--- src/rtl/approx_arbiter_pkg.sv ---
// Shared definitions for the approx core and its arbiter: datapath widths and
// the arbiter state encoding.
package approx_arbiter_pkg;

  localparam int X_W   = 16;
  localparam int Y_W   = 17;
  localparam int NIT_W = 3;

  typedef enum logic [1:0] {
    IDLE  = 2'd0,
    START = 2'd1,
    RUN   = 2'd2,
    DRAIN = 2'd3
  } state_e;

endpackage

--- src/rtl/approx_arbiter_rr.sv ---
// Combinational round-robin pick: first set request bit searching upward from
// ptr+1 with wrap, returned as a one-hot grant and a binary index.
module rr_arbiter #(
  parameter int N = 4
) (
  input  logic [N-1:0]         req,
  input  logic [$clog2(N)-1:0] ptr,
  output logic [N-1:0]         grant,
  output logic [$clog2(N)-1:0] idx,
  output logic                 found
);

  localparam int IDX_W = $clog2(N);

  // NOTE: every output gets a default before the search so no latch is inferred.
  always_comb begin
    grant = '0;
    idx   = '0;
    found = 1'b0;
    for (int i = 1; i <= N; i++) begin
      if (!found && req[(int'(ptr) + i) % N]) begin
        found                        = 1'b1;
        idx                          = IDX_W'((int'(ptr) + i) % N);
        grant[(int'(ptr) + i) % N]   = 1'b1;
      end
    end
  end

endmodule

--- src/rtl/approx_arbiter.sv ---
// Shares one approx_top core between N clients: round-robin grant, operand
// latch, start/valid sequencing, result routing and a hung-core watchdog.
module approx_arbiter
  import approx_arbiter_pkg::*;
#(
  parameter int N           = 4,
  parameter int TIMEOUT_CYC = 255,
  parameter int CNT_W       = 8
) (
  input  logic                 clk,
  input  logic                 rst,
  input  logic [N-1:0]         req_i,
  input  logic [X_W*N-1:0]     x_i,
  input  logic [NIT_W*N-1:0]   nit_i,
  output logic [N-1:0]         ack_o,
  output logic [N-1:0]         done_o,
  output logic [N-1:0]         err_o,
  output logic [Y_W-1:0]       y_o,
  output logic                 busy_o,
  output logic                 core_start_o,
  output logic [X_W-1:0]       core_x_o,
  output logic [NIT_W-1:0]     core_nit_o,
  input  logic                 core_busy_i,
  input  logic                 core_valid_i,
  input  logic [Y_W-1:0]       core_y_i
);

  localparam int IDX_W = $clog2(N);

  state_e             state, state_nx;
  logic [IDX_W-1:0]   ptr, owner, win_idx;
  logic [N-1:0]       win_grant;
  logic               win_found;
  logic               grant_ok;
  logic               timeout_hit;
  logic [CNT_W-1:0]   wd;

  rr_arbiter #(.N(N)) u_rr (
    .req   (req_i),
    .ptr   (ptr),
    .grant (win_grant),
    .idx   (win_idx),
    .found (win_found)
  );

  assign grant_ok    = win_found && !core_busy_i;
  // wd counts completed RUN cycles, so the last allowed RUN cycle sees TIMEOUT_CYC-1.
  assign timeout_hit = (wd == CNT_W'(TIMEOUT_CYC - 1));
  assign busy_o      = (state != IDLE);

  always_comb begin
    state_nx = state;
    unique case (state)
      IDLE:    if (grant_ok) state_nx = START;
      START:   state_nx = RUN;
      RUN:     if (core_valid_i) state_nx = IDLE;
               else if (timeout_hit) state_nx = DRAIN;
      DRAIN:   if (!core_busy_i && !core_valid_i) state_nx = IDLE;
      default: state_nx = IDLE;
    endcase
  end

  // NOTE: all state below uses non-blocking assignments so every register
  // samples pre-edge values regardless of statement order.
  always_ff @(posedge clk or posedge rst) begin
    if (rst) begin
      state        <= IDLE;
      ptr          <= IDX_W'(N - 1);
      owner        <= '0;
      wd           <= '0;
      ack_o        <= '0;
      done_o       <= '0;
      err_o        <= '0;
      y_o          <= '0;
      core_start_o <= 1'b0;
      core_x_o     <= '0;
      core_nit_o   <= '0;
    end else begin
      state        <= state_nx;
      ack_o        <= '0;
      done_o       <= '0;
      err_o        <= '0;
      core_start_o <= 1'b0;
      unique case (state)
        IDLE: begin
          if (grant_ok) begin
            core_x_o     <= x_i[int'(win_idx)*X_W +: X_W];
            core_nit_o   <= nit_i[int'(win_idx)*NIT_W +: NIT_W];
            owner        <= win_idx;
            ptr          <= win_idx;
            ack_o        <= win_grant;
            core_start_o <= 1'b1;
          end
        end
        START: wd <= '0;
        RUN: begin
          if (core_valid_i) begin
            y_o           <= core_y_i;
            done_o[owner] <= 1'b1;
          end else begin
            wd <= wd + CNT_W'(1);
            if (timeout_hit) err_o[owner] <= 1'b1;
          end
        end
        // Late core results are dropped here; y_o keeps the last good value.
        DRAIN: ;
        default: ;
      endcase
    end
  end

endmodule
--- config.mk ---
export PLATFORM = sky130hd
export DESIGN_NAME = approx_arbiter
export DESIGN_NICKNAME = d
export VERILOG_FILES = /design/src/rtl/approx_arbiter_pkg.sv /design/src/rtl/approx_arbiter_rr.sv /design/src/rtl/approx_arbiter.sv
export SDC_FILE = /design/constraint.sdc
export NUM_CORES = 1
export LEC_CHECK = 0
export ABC_CLOCK_PERIOD_IN_PS = 4700
export BUFFER_PORTS_ARGS = -buffer_cell sky130_fd_sc_hd__buf_2
export CAP_MARGIN = 15
export CORE_UTILIZATION = 50
export CTS_BUF_LIST = sky130_fd_sc_hd__clkbuf_4
export DETAILED_ROUTE_END_ITERATION = 8
export MAX_ROUTING_LAYER = met4
export PLACE_DENSITY_LB_ADDON = 0.3
export SKIP_CTS_REPAIR_TIMING = 1
export SLEW_MARGIN = 10
export SYNTH_ARGS = -nofsm -noshare
export SYNTH_HDL_FRONTEND = slang
export SYNTH_HIERARCHICAL = 1
export SYNTH_SLANG_ARGS = --single-unit
--- constraint.sdc ---
create_clock -name clk -period 4.7 [get_ports clk]
set_input_delay 0 -clock clk [delete_from_list [all_inputs] [get_ports clk]]
set_output_delay 0 -clock clk [all_outputs]
set_load 0.005 [all_outputs]
# Word level (Yosys, flattened, before mapping)
# Cells that the tools add are included.
# Widths: inputs -> output; s select.
# totals
register_bits	63
inputBits	101
output_inout_bits	50
word_cells	120
# op_classes
add_sub_neg	5
multipliers	1
order_cmp	10
n_eq_ne	8
shift	2
muxes	50
bitwise_logic	7
reduce_logical	26
# ops
operator	count
$shiftx 64x7->16	1
$mux 4	11
$mux 1	19
$lt 3x4->1 const B	4
$mux 2	8
$pmux 8 s2	1
$ge 3x1->1 const B	4
$or 4x4->4	3
$shiftx 12x5->3	1
$demux 1 s2	5
$logic_and 1x1->1	10
$add 8x1->8 const B	1
$bmux 1 s2	4
$eq 8x8->1 const B	1
$mux 8	1
$pmux 2 s4	1
$reduce_or 2->1	4
$ne 2x2->1 const B	3
$reduce_and 2->1	3
$logic_not 1->1	5
$add 2x1->2 const B	2
$add 2x2->2 const B	2
$and 1x1->1 const A	4
$eq 2x2->1 const B	2
8 further kinds	9

# Depth between registers and ports, before layout
# depth
ltp_word	19
depth_mapped	13
mapped_depth_nobuf	9

# Modules after synthesis
# The synthesis kept the hierarchy.
# modules_own_cells
module	n_inst	cells_each	area_per_inst_um2
approx_arbiter	1	250	2957.8
rr_arbiter	1	86	629.4

# Worst setup path after synthesis
# OpenSTA, ideal clock, no wires.
# synth_timing
path_kind	reg2reg
startpoint	register ptr[0]
endpoint	register core_x_o[0]
setup_time_ns	0.117
arrival_ns	3.234
setup_slack_ns	1.350
stages_incl_launch_ff	14
path_buffers	4
period_less_slack_ns	3.350
path_cell_list	dfstp_2 > buf_6 > buf_2 > inv_1 > ha_1 > clkbuf_1 > a21oi_1 > a211oi_1 > a311o_1 > a221oi_1 > buf_2 > mux4_2 > nand2_1 > nand2_1
# synth_between
elab_cells_between_ends	33
cone_classes	4 x add/sub; 1 x shift; 20 x mux; 8 x reduce/logical
# synth_rtl
item	line_no	text
start: declaration	approx_arbiter.sv:31	logic [IDX_W-1:0] ptr, owner, win_idx;
start signal: assignment	approx_arbiter.sv:68	ptr <= IDX_W'(N - 1);
start signal: assignment	approx_arbiter.sv:90	ptr <= win_idx;
$add 2x1->2	approx_arbiter_rr.sv:21, approx_arbiter_rr.sv:23	
$bmux 1 s2	approx_arbiter_rr.sv:21	if (!found && req[(int'(ptr) + i) % N]) begin
$mux 1 (implied by the code) (2 in a row)	approx_arbiter_rr.sv:21	
$mux 1	approx_arbiter_rr.sv:21	
$logic_not 1->1	approx_arbiter_rr.sv:21	
$logic_and 1x1->1	approx_arbiter_rr.sv:21	
$mux 1	approx_arbiter_rr.sv:21	
$logic_not 1->1	approx_arbiter_rr.sv:21	
$logic_and 1x1->1	approx_arbiter_rr.sv:21	
$mux 1	approx_arbiter_rr.sv:21	
$logic_not 1->1	approx_arbiter_rr.sv:21	
$logic_and 1x1->1	approx_arbiter_rr.sv:21	
$mux 2 *	approx_arbiter_rr.sv:21	
named net win_idx[0]	approx_arbiter.sv:31	
$shiftx 64x7->16 *	approx_arbiter.sv:87	core_x_o <= x_i[int'(win_idx)*X_W +: X_W];
end signal: assignment	approx_arbiter.sv:87	
end: declaration	approx_arbiter.sv:21	output logic [X_W-1:0] core_x_o,
# The timed path passes the listed nets; every way through them passes the cells marked *. The select of a mux whose other input is x is not followed.
# A chain may end at the register's enable or synchronous reset.

# Worst setup path in the final report
# layout_timing
startpoint	register ptr[0]
endpoint	register core_x_o[10]
# Same word-level chain as after synthesis.

==> results.md <==
- Status: complete, but fails checks
- Failing checks: hold timing
- Fraction of registers with async set/reset: 100.0%
- Cell count of the worst hold path: 3
- Worst r2r src: ptr[0]
- HP Start: core_valid_i
- Comb power frac: 49.8%
- Crit share post-route: a little under 90%
- Initial antenna violation count: 0
- Critical Path RT: 5.00 ns
- Cell area power density: 575.3 nW/um2
- Sw Share: 38.06%
- Final hold slack: -0.01498 ns
- WL final: 9994 um
- Drt wl/cell: 16.28 um
- Slew HR: about a third
- Dpl hpwl: 6382 um
- Reg clk slew, reported paths: 0.11 ns
- # DRC: 0
- Max VDD drop: approximately 0.32 mV
- RSZ-0062 raised after global routing: false
- Worst-path fanout max: 21
- CTS tree: done
- Core Region: 6869 um2
- Total clock buffers created by CTS: 9
- Sink Count: between 60 and 70
- Post-route ant nets: 0
- Post-Syn Area: approximately 3600 um2
- Leakage: 2.430 nW
- Clock skew: ~0.021 ns
- Final setup viols: 0
- Fmax: 0.2460 GHz
- Die extent in x: 86.70 um
- DIE HEIGHT: 86.70 um
- EDFF count, synth: 0
- Net load switching power: between 1 and 1.5 mW
- # rows: 30
- Vias/cell: 5.436
- Worst-case reg-to-reg path depth: 11
- Most common cell after layout, fill and taps aside: buf_2
- Placed standard-cell area: 4380 um2
- Share of layout cells above drive strength 1: 41.70%
- Mapped Nets: 447
- Int Power: 1.749 mW
- Crit. End Element: register
- Avg Cell Area, Syn: ~11 um2
- Post-route setup TNS: 0 ns
- Critical path class: reg -> reg
- Netlist cell types: 44
- R2R Path End: core_x_o[10]
- Gr ovfl total: 0
- Antenna cells: 0
- Max-slew violation count: 0
- Worst slew pin tran: about 0.98 ns
- Nets: 624
- Clock latency on the worst-skew pair: 0.41 ns
- Drt pass-1 iters: 4
- Vias in the first global route: 2880
- Worst Path Arrival: approximately 4.4 ns
- HP Class: in -> reg
- P&R area growth vs syn: 36.80%
- First-pass GRT wire length: approximately 14000 um
- Via count: 3338
- Cells after Synth: 336
- Most frequent cells in the layout: buf_2, nand2_1, dfrtp_1
- Post-route cell area: 4907 um2
- Clock root buffer: clkbuf_4
- Max_cap viols: 0
- Sequential share of the synthesized area: 44.02%
- IO Count: roughly 150
- # H-tree levels: 3
- Final WS setup: 0.6346 ns
- Flop pwr share: 33.0%
- Hold Vio Cnt, Final: 3
- Largest net degree at the start of global routing: 64
- Hold path endpoint: state[0]
- Initial core utilization: 52.22%
- Tot GR Track Use: 24.78%
- Critical Path Source Type: register
- Clk network pwr share: between 10% and 20%
- #FFs+latches synth: 63
- Yosys warnings: 6
- R2R setup slack: 0.63 ns
- DR iter-0 viols: 111
- Buffers added on ports: 150
- Tmin final: 4.065 ns
- Global placer's final weighted congestion: 0.9172
- Die Footprint: 7517 um2
- Pre-CTS setup slack: 1.153 ns
- Clock buffer depth: 2
- Ys flop type: dfrtp_1
cell usage after synthesis (2+ instances only):
cell	number	area (um2)
inv_1	14	52.55
nand2b_1	9	56.30
nand2_1	80	300.3
nor3_1	3	15.01
a211oi_1	3	22.52
mux2_2	18	202.7
nand4_1	7	43.79
dfstp_2	2	52.55
nand3b_1	3	22.52
or3_1	5	31.28
nor2_1	13	48.80
nor4bb_1	2	20.02
nand3_1	4	20.02
a21oi_1	6	30.03
ha_1	10	125.1
clkbuf_1	6	22.52
buf_2	11	55.05
mux2i_1	4	40.04
o211ai_1	2	15.01
a2111o_1	4	45.04
mux4_2	21	473.0
buf_6	4	45.04
dfrtp_1	61	1526
and2_1	5	31.28
a31oi_1	5	31.28
o311ai_0	4	35.03
o21ai_0	8	40.04
o31ai_1	6	45.04
sequential cells by signal (all words and copies together), names as in the netlist:
signal        flops
owner             2
wd                8
core_nit_o        3
core_x_o         16
y_o              17
err_o             4
core_start_o      1
done_o            4
ack_o             4
ptr               2
state             2
metal layers:
layer / track usage, % / wire [um] / part of all wire [%] / up-vias
li1: - / - / - / 1565
met1: 29.71 / 3765 / 38 / 1582
met2: 40.55 / 5354 / 54 / 161
met3: 4.762 / 590 / 5.9 / 30
met4: 11.67 / 283 / 2.8 / 0
met5: - / 0 / 0 / -
through the flow:
| stage | util (%) | cells | power (mW) | hold WS (ns) |
|---|---|---|---|---|
| 6_report | 71.44 | 614 | 2.823 | -0.01498 |
| 5_1_grt | 71.44 | 614 | 3.017 | 0.0005072 |
| 4_1_cts | 66.48 | 580 | 2.724 | -0.2092 |
| 3_5_place_dp | 63.77 | 564 | 2.242 | 0.2369 |
| 3_3_place_gp | 63.77 | 564 | 2.195 | 0.2326 |
| 2_1_floorplan | - | 336 | 1.842 | 0.1504 |
power groups by stage:
stage	clock network, mW	logic, mW	registers (mW)
3_3_place_gp	0	1.27	0.920
6_report	0.487	1.41	0.931
2_1_floorplan	0	0.945	0.897
4_1_cts	0.488	1.32	0.920
3_5_place_dp	0	1.31	0.933
5_1_grt	0.518	1.54	0.964
final cells by class:
cell class / count / area [um2]
tap: 96 / 120.1
clock inverter: 7 / 118.9
inverter: 15 / 61.31
clock buffer: 9 / 67.56
fill: 499 / 1962
timing repair buffer: 187 / 1114
sequential: 63 / 1579
multi-input combinational: 237 / 1847
critical path, cell delays in order (launching register included):
cell	delay (ns)
dfstp_2	0.81
inv_1	0.17
ha_1	0.47
a21oi_1	0.18
a211oi_1	0.07
a311o_1	0.37
a221oi_4	0.25
buf_4	0.38
mux4_2	0.55
dlygate4sd3_1	0.57
nand2_1	0.07
nand2_1	0.06
worst max path at each step:
stage,from,slack [ns],to
2_1_floorplan,ptr[0],1.35,core_x_o[0]
3_3_place_gp,ptr[0],1.28,core_x_o[1]
3_5_place_dp,ptr[0],1.15,core_nit_o[1]
4_1_cts,ptr[0],1.13,core_nit_o[1]
5_1_grt,ptr[0],0.38,core_x_o[10]
6_report,ptr[0],0.63,core_x_o[10]
cells by family after synthesis:
group / count (synthesis) / share of synthesized area, %
simple gates: 138 / 18.07
flops: 63 / 44.02
compound gates: 46 / 9.348
mux: 43 / 19.95
buf+inv: 36 / 5.127
fa+ha+maj: 10 / 3.488
Note: power is estimated with default switching activity, not from simulation.
